--- src/rtl/bextdep_pkg.sv ---
// rtl/bextdep_pkg.sv - shared types and constants for the bextdep issue path
package bextdep_pkg;

    localparam int XLEN_DEFAULT = 32;

    localparam logic [1:0] MODE_EXT = 2'd0;
    localparam logic [1:0] MODE_DEP = 2'd1;

    // Field order matches the testdata layout: mode, mask, value
    typedef struct packed {
        logic [1:0]              mode;
        logic [XLEN_DEFAULT-1:0] mask;
        logic [XLEN_DEFAULT-1:0] value;
    } bextdep_req_t;

endpackage

--- src/rtl/bextdep_fifo.sv ---
// rtl/bextdep_fifo.sv - generic valid/ready FIFO with occupancy output, no bypass
module bextdep_fifo #(
    parameter int WIDTH = 66,
    parameter int DEPTH = 4,
    parameter int PTR_W = $clog2(DEPTH),
    parameter int LVL_W = $clog2(DEPTH) + 1
) (
    input  logic             clock,
    input  logic             reset,
    input  logic             in_valid,
    output logic             in_ready,
    input  logic [WIDTH-1:0] in_data,
    output logic             out_valid,
    input  logic             out_ready,
    output logic [WIDTH-1:0] out_data,
    output logic [LVL_W-1:0] level
);

    logic [WIDTH-1:0] mem_q [DEPTH];
    logic [PTR_W-1:0] wr_ptr_q, wr_ptr_d;
    logic [PTR_W-1:0] rd_ptr_q, rd_ptr_d;
    logic [LVL_W-1:0] level_q, level_d;
    logic             push;
    logic             pop;

    // Full/empty come from level alone; in_ready never looks at out_ready
    assign in_ready  = (level_q != LVL_W'(DEPTH));
    assign out_valid = (level_q != '0);
    assign out_data  = mem_q[rd_ptr_q];
    assign level     = level_q;
    assign push      = in_valid && in_ready;
    assign pop       = out_valid && out_ready;

    // Next-state for pointers and occupancy; pointers wrap by natural overflow
    always_comb begin
        wr_ptr_d = wr_ptr_q;
        rd_ptr_d = rd_ptr_q;
        level_d  = level_q;
        if (push) begin
            wr_ptr_d = wr_ptr_q + PTR_W'(1);
        end
        if (pop) begin
            rd_ptr_d = rd_ptr_q + PTR_W'(1);
        end
        case ({push, pop})
            2'b10:   level_d = level_q + LVL_W'(1);
            2'b01:   level_d = level_q - LVL_W'(1);
            default: level_d = level_q;
        endcase
    end

    // Control state; reset discards queued entries by zeroing pointers and level
    always_ff @(posedge clock) begin
        if (reset) begin
            wr_ptr_q <= '0;
            rd_ptr_q <= '0;
            level_q  <= '0;
        end else begin
            wr_ptr_q <= wr_ptr_d;
            rd_ptr_q <= rd_ptr_d;
            level_q  <= level_d;
        end
    end

    // Storage write; contents are left untouched by reset
    always_ff @(posedge clock) begin
        if (push) begin
            mem_q[wr_ptr_q] <= in_data;
        end
    end

endmodule

--- src/rtl/bextdep_issue_queue.sv ---
// rtl/bextdep_issue_queue.sv - request FIFO plus in-flight credit limiter in front of the bextdep unit
module bextdep_issue_queue
    import bextdep_pkg::*;
#(
    parameter int XLEN         = XLEN_DEFAULT,
    parameter int DEPTH        = 4,
    parameter int MAX_INFLIGHT = 8
) (
    input  logic                     clock,
    input  logic                     reset,
    input  logic                     in_valid,
    output logic                     in_ready,
    input  logic [1:0]               in_mode,
    input  logic [XLEN-1:0]          in_value,
    input  logic [XLEN-1:0]          in_mask,
    output logic                     din_valid,
    input  logic                     din_ready,
    output logic [1:0]               din_mode,
    output logic [XLEN-1:0]          din_value,
    output logic [XLEN-1:0]          din_mask,
    input  logic                     dout_valid,
    input  logic                     dout_ready,
    output logic [$clog2(DEPTH):0]   level,
    output logic [7:0]               inflight,
    output logic                     err_underflow
);

    localparam int REQ_W = 2 + 2 * XLEN;

    logic [REQ_W-1:0] fifo_in_data;
    logic [REQ_W-1:0] fifo_out_data;
    logic             fifo_out_valid;
    logic             fifo_out_ready;
    logic             credit_ok;
    logic             din_fire;
    logic             out_fire;
    logic [7:0]       inflight_q, inflight_d;
    logic             err_underflow_q, err_underflow_d;

    assign fifo_in_data = {in_mode, in_mask, in_value};
    assign {din_mode, din_mask, din_value} = fifo_out_data;

    // Credit check uses registered inflight only, so a retire frees credit one cycle later
    assign credit_ok      = (inflight_q < 8'(MAX_INFLIGHT));
    assign din_valid      = fifo_out_valid && credit_ok;
    assign fifo_out_ready = din_ready && credit_ok;
    assign din_fire       = din_valid && din_ready;
    assign out_fire       = dout_valid && dout_ready;
    assign inflight       = inflight_q;
    assign err_underflow  = err_underflow_q;

    bextdep_fifo #(
        .WIDTH (REQ_W),
        .DEPTH (DEPTH)
    ) u_fifo (
        .clock     (clock),
        .reset     (reset),
        .in_valid  (in_valid),
        .in_ready  (in_ready),
        .in_data   (fifo_in_data),
        .out_valid (fifo_out_valid),
        .out_ready (fifo_out_ready),
        .out_data  (fifo_out_data),
        .level     (level)
    );

    // In-flight accounting; a retire with nothing outstanding saturates at 0 and flags
    always_comb begin
        inflight_d      = inflight_q;
        err_underflow_d = err_underflow_q;
        case ({din_fire, out_fire})
            2'b10: inflight_d = inflight_q + 8'd1;
            2'b01: begin
                if (inflight_q == 8'd0) begin
                    err_underflow_d = 1'b1;
                end else begin
                    inflight_d = inflight_q - 8'd1;
                end
            end
            default: inflight_d = inflight_q;
        endcase
    end

    // Credit counter and sticky underflow flag
    always_ff @(posedge clock) begin
        if (reset) begin
            inflight_q      <= 8'd0;
            err_underflow_q <= 1'b0;
        end else begin
            inflight_q      <= inflight_d;
            err_underflow_q <= err_underflow_d;
        end
    end

endmodule
--- config.mk ---
export PLATFORM = sky130hd
export DESIGN_NAME = bextdep_issue_queue
export DESIGN_NICKNAME = d
export VERILOG_FILES = /design/src/rtl/bextdep_pkg.sv /design/src/rtl/bextdep_fifo.sv /design/src/rtl/bextdep_issue_queue.sv
export SDC_FILE = /design/constraint.sdc
export NUM_CORES = 1
export LEC_CHECK = 0
export CAP_MARGIN = 15
export CORE_MARGIN = 1
export CORE_UTILIZATION = 58
export CTS_CLUSTER_SIZE = 24
export DETAILED_ROUTE_END_ITERATION = 10
export MAX_ROUTING_LAYER = met4
export PLACE_DENSITY = 0.84
export SKIP_CTS_REPAIR_TIMING = 1
export SYNTH_ARGS = -nofsm -noshare
export SYNTH_HDL_FRONTEND = slang
export SYNTH_SLANG_ARGS = --single-unit
--- constraint.sdc ---
create_clock -name clock -period 5.59 [get_ports clock]
set_clock_uncertainty 0.15 [all_clocks]
set_input_delay 0.8385 -clock clock [delete_from_list [all_inputs] [get_ports clock]]
set_output_delay 0.8385 -clock clock [all_outputs]
set_load 0.02 [all_outputs]
==> reports/metrics.json <==
{
  "grt_total_usage": {"value": 0.224},
  "finish.instance_area": {"value": 13200, "unit": "um^2"},
  "leakage": {"value": 4.25, "unit": "nW"},
  "fp.dieW": {"value": 137, "unit": "um"},
  "initial_standard_cell_utilization_of_the_core": {"value": 0.591},
  "setup_violations_final": {"value": 0},
  "most-common-layout-cells": {"value": "sky130_fd_sc_hd__edfxtp_1, sky130_fd_sc_hd__clkdlybuf4s50_1, sky130_fd_sc_hd__mux4_2"},
  "status": {"value": "finished, final reports clean"},
  "die_h": {"value": 137, "unit": "um"},
  "post_route_cells_drive_above_1_share": {"value": 0.176},
  "maxCapViolations": {"value": 0},
  "achievable-frequency": {"value": 0.257, "unit": "GHz"},
  "netlist_instances": {"value": 475},
  "setup.worst_path.end": {"value": "din_value[0]"},
  "setup.worst_path.class": {"value": "flip-flop to primary output"},
  "finalNetCount": {"value": 726},
  "dp_wirelength": {"value": 11500, "unit": "um"},
  "power_density": {"value": 481, "unit": "nW/um^2"},
  "report.final.hold_viol_count": {"value": 0},
  "tightestPinTransition": {"value": 1.05, "unit": "ns"},
  "route.final.wire_length": {"value": 19900, "unit": "um"},
  "cts_max_path_buffers": {"value": 3},
  "depth_of_the_worst_register_to_register_path": {"value": 10},
  "numCtsBuffers": {"value": 27},
  "antenna_found_initial": {"value": 1},
  "ant_nets": {"value": 0},
  "numClockSinks": {"value": 282},
  "vdd.ir_drop.worst": {"value": 0.480, "unit": "mV"},
  "launch_point_of_the_worst_reg_to_reg_path": {"value": "inflight[5]"},
  "instance_count_after_placement_with_tap_cells_included": {"value": 840},
  "last_weighted_congestion_value_of_the_routability_driven_placer": {"value": 0.812},
  "slew_viol_final": {"value": 0},
  "grt_pass1_vias": {"value": 5328},
  "clock_tree_from_tritoncts": {"value": "built"},
  "remaining_drc_errors": {"value": 0},
  "placement.io_buffers": {"value": 151},
  "mostFrequentLayoutCell": {"value": "sky130_fd_sc_hd__edfxtp_1"},
  "placed_area": {"value": 12400, "unit": "um^2"},
  "route.detailed.vias_per_inst": {"value": 5.81},
  "syn_nets": {"value": 560},
  "setup_total_negative_slack": {"value": 0, "unit": "ns"},
  "clk_pin_slew_worst_paths": {"value": 0.06, "unit": "ns"},
  "clock-root-buffer": {"value": "sky130_fd_sc_hd__clkbuf_16"},
  "first_iter_violations": {"value": 305},
  "timing.hold.worst.class": {"value": "flip-flop to flip-flop"},
  "mappedNetlistArea": {"value": 10600, "unit": "um^2"},
  "worst_rel_slew_slack": {"value": 0.303},
  "post_drt_wl_per_cell": {"value": 22.3, "unit": "um"},
  "layoutNonFillerInstCount": {"value": 890},
  "layout-area-overhead-vs-synth": {"value": 24.5, "unit": "%"},
  "min_period_over_period": {"value": 0.696},
  "cp_data_arrival_time": {"value": 2.90, "unit": "ns"},
  "detailedRoute.firstPassIterationCount": {"value": 5},
  "crit-reg2reg-capture": {"value": "inflight[6]"},
  "setup.worst_path.start_class": {"value": "flip-flop"},
  "floorplan.core_area": {"value": 18000, "unit": "um^2"},
  "end_kind": {"value": "primary output"},
  "crit_path_max_fanout": {"value": 38},
  "globalRouteOverflowTotal": {"value": 0},
  "yosys_register_bits": {"value": 282},
  "insertion_delay": {"value": 0.53, "unit": "ns"},
  "timing.critical_path.required": {"value": 4.60, "unit": "ns"},
  "final_period_minus_worst_setup_slack": {"value": 3.89, "unit": "ns"},
  "grt_start_max_net_pins": {"value": 67},
  "setup.reg_to_reg.worst_slack": {"value": 2.25, "unit": "ns"},
  "rows": {"value": 49},
  "global_route_wire_length_before_repair": {"value": 29900, "unit": "um"},
  "rsz0062_at_grt": {"value": "false"},
  "dieArea": {"value": 18800, "unit": "um^2"},
  "yosysSeqAreaShare": {"value": 0.781},
  "synthesis.area_per_instance": {"value": 22.3, "unit": "um^2"},
  "synth-warning-count": {"value": 0},
  "ys_types": {"value": 38},
  "vias": {"value": 5171},
  "i_o_pin_count": {"value": 152},
  "h-tree-depth": {"value": 1}
}
==> per-stage QoR <==
stage | hold slack, ns | util | setup slack, ns | total power, mW
after floorplan | 0.319 | - | 2.43 | 3.94
after global placement | 0.309 | 0.689 | 1.94 | 4.66
after detailed placement | 0.337 | 0.689 | 1.80 | 4.73
after CTS | 0.354 | 0.734 | 1.32 | 6.40
after global routing | 0.404 | 0.736 | 1.50 | 6.63
final | 0.358 | 0.736 | 1.70 | 6.36
==> state kept, by name, summed over array words and instances (netlist names), named ones only <==
signal and cells:
err_underflow 1, u_fifo.mem_q 264, u_fifo.wr_ptr_q 2, u_fifo.rd_ptr_q 2, u_fifo.level 3, inflight 8
==> critical path: stages (launching register included) <==
cell and delay (ns):
sky130_fd_sc_hd__dfxtp_4 0.59, sky130_fd_sc_hd__buf_16 0.33, sky130_fd_sc_hd__buf_4 0.33, sky130_fd_sc_hd__mux4_2 0.54, sky130_fd_sc_hd__clkdlybuf4s50_1 0.57
==> cell type report <==
type	count	area [um^2]
clock buffer	29	683
tap	229	287
fill	1001	4750
timing repair buffer	153	1550
antenna	1	2.50
multi-input combinational	166	2240
sequential	282	8300
inverter	11	41.3
clock inverter	19	120
==> worst min path at each step <==
stage,to,startpoint,depth (start not counted)
3_3_place_gp,err_underflow,err_underflow,2
6_report,err_underflow,err_underflow,2
2_1_floorplan,u_fifo.wr_ptr_q[1],u_fifo.wr_ptr_q[1],2
4_1_cts,err_underflow,err_underflow,2
5_1_grt,u_fifo.wr_ptr_q[1],u_fifo.wr_ptr_q[1],2
3_5_place_dp,err_underflow,err_underflow,2
==> per-layer routing <==
metal  share of wire  vias up  global-route usage
li1                -     2302                   -
met1            0.40     2653               0.288
met2            0.51      190               0.368
met3           0.076       26              0.0497
met4           0.014        0              0.0501
met5               0        -                   -
==> cells in the mapped netlist (all sizes together) <==
library cell    n  area, um^2
ha             11         138
dfxtp          18         360
and3b           1        8.76
o21a            1        7.51
o31ai           1        7.51
a31oi           2        12.5
nor4b           1        8.76
or4             1        11.3
nand3           3        15.0
buf             9        38.8
inv            11        41.3
and2            1        6.26
xnor2           4        35.0
fa              2        40.0
mux4           66        1490
edfxtp        264        7930
mux2            1        11.3
and3            4        25.0
o21ai           4        20.0
o22ai           1        6.26
nand2           7        26.3
or3b            1        8.76
a21oi          10        50.1
nor2           19        71.3
a211oi          2        20.0
o31a            2        17.5
clkbuf          7        26.3
nor2b           3        18.8
nand2b          3        18.8
mux2i           5        62.6
nand3b          1        7.51
or3             3        23.8
o41ai           1        8.76
xor2            5        43.8
==> cells by family after synthesis <==
family | share of synthesized area
XOR/XNOR | 0.00743
adder cells (fa/ha/maj) | 0.0167
flip-flops | 0.781
AND/OR/NAND/NOR | 0.0236
AO/OA/AOI/OAI | 0.0142
buffers and inverters | 0.0100
multiplexers | 0.147
==> power breakdown <==
| part | internal [mW] | total (mW) | switching [mW] |
|---|---|---|---|
| sequential | 2.57 | 2.72 | 0.152 |
| combinational | 1.01 | 1.98 | 0.970 |
| clock | 0.925 | 1.66 | 0.736 |
| total | 4.50 | 6.36 | 1.86 |
Note: power is estimated with default switching activity, not from simulation.
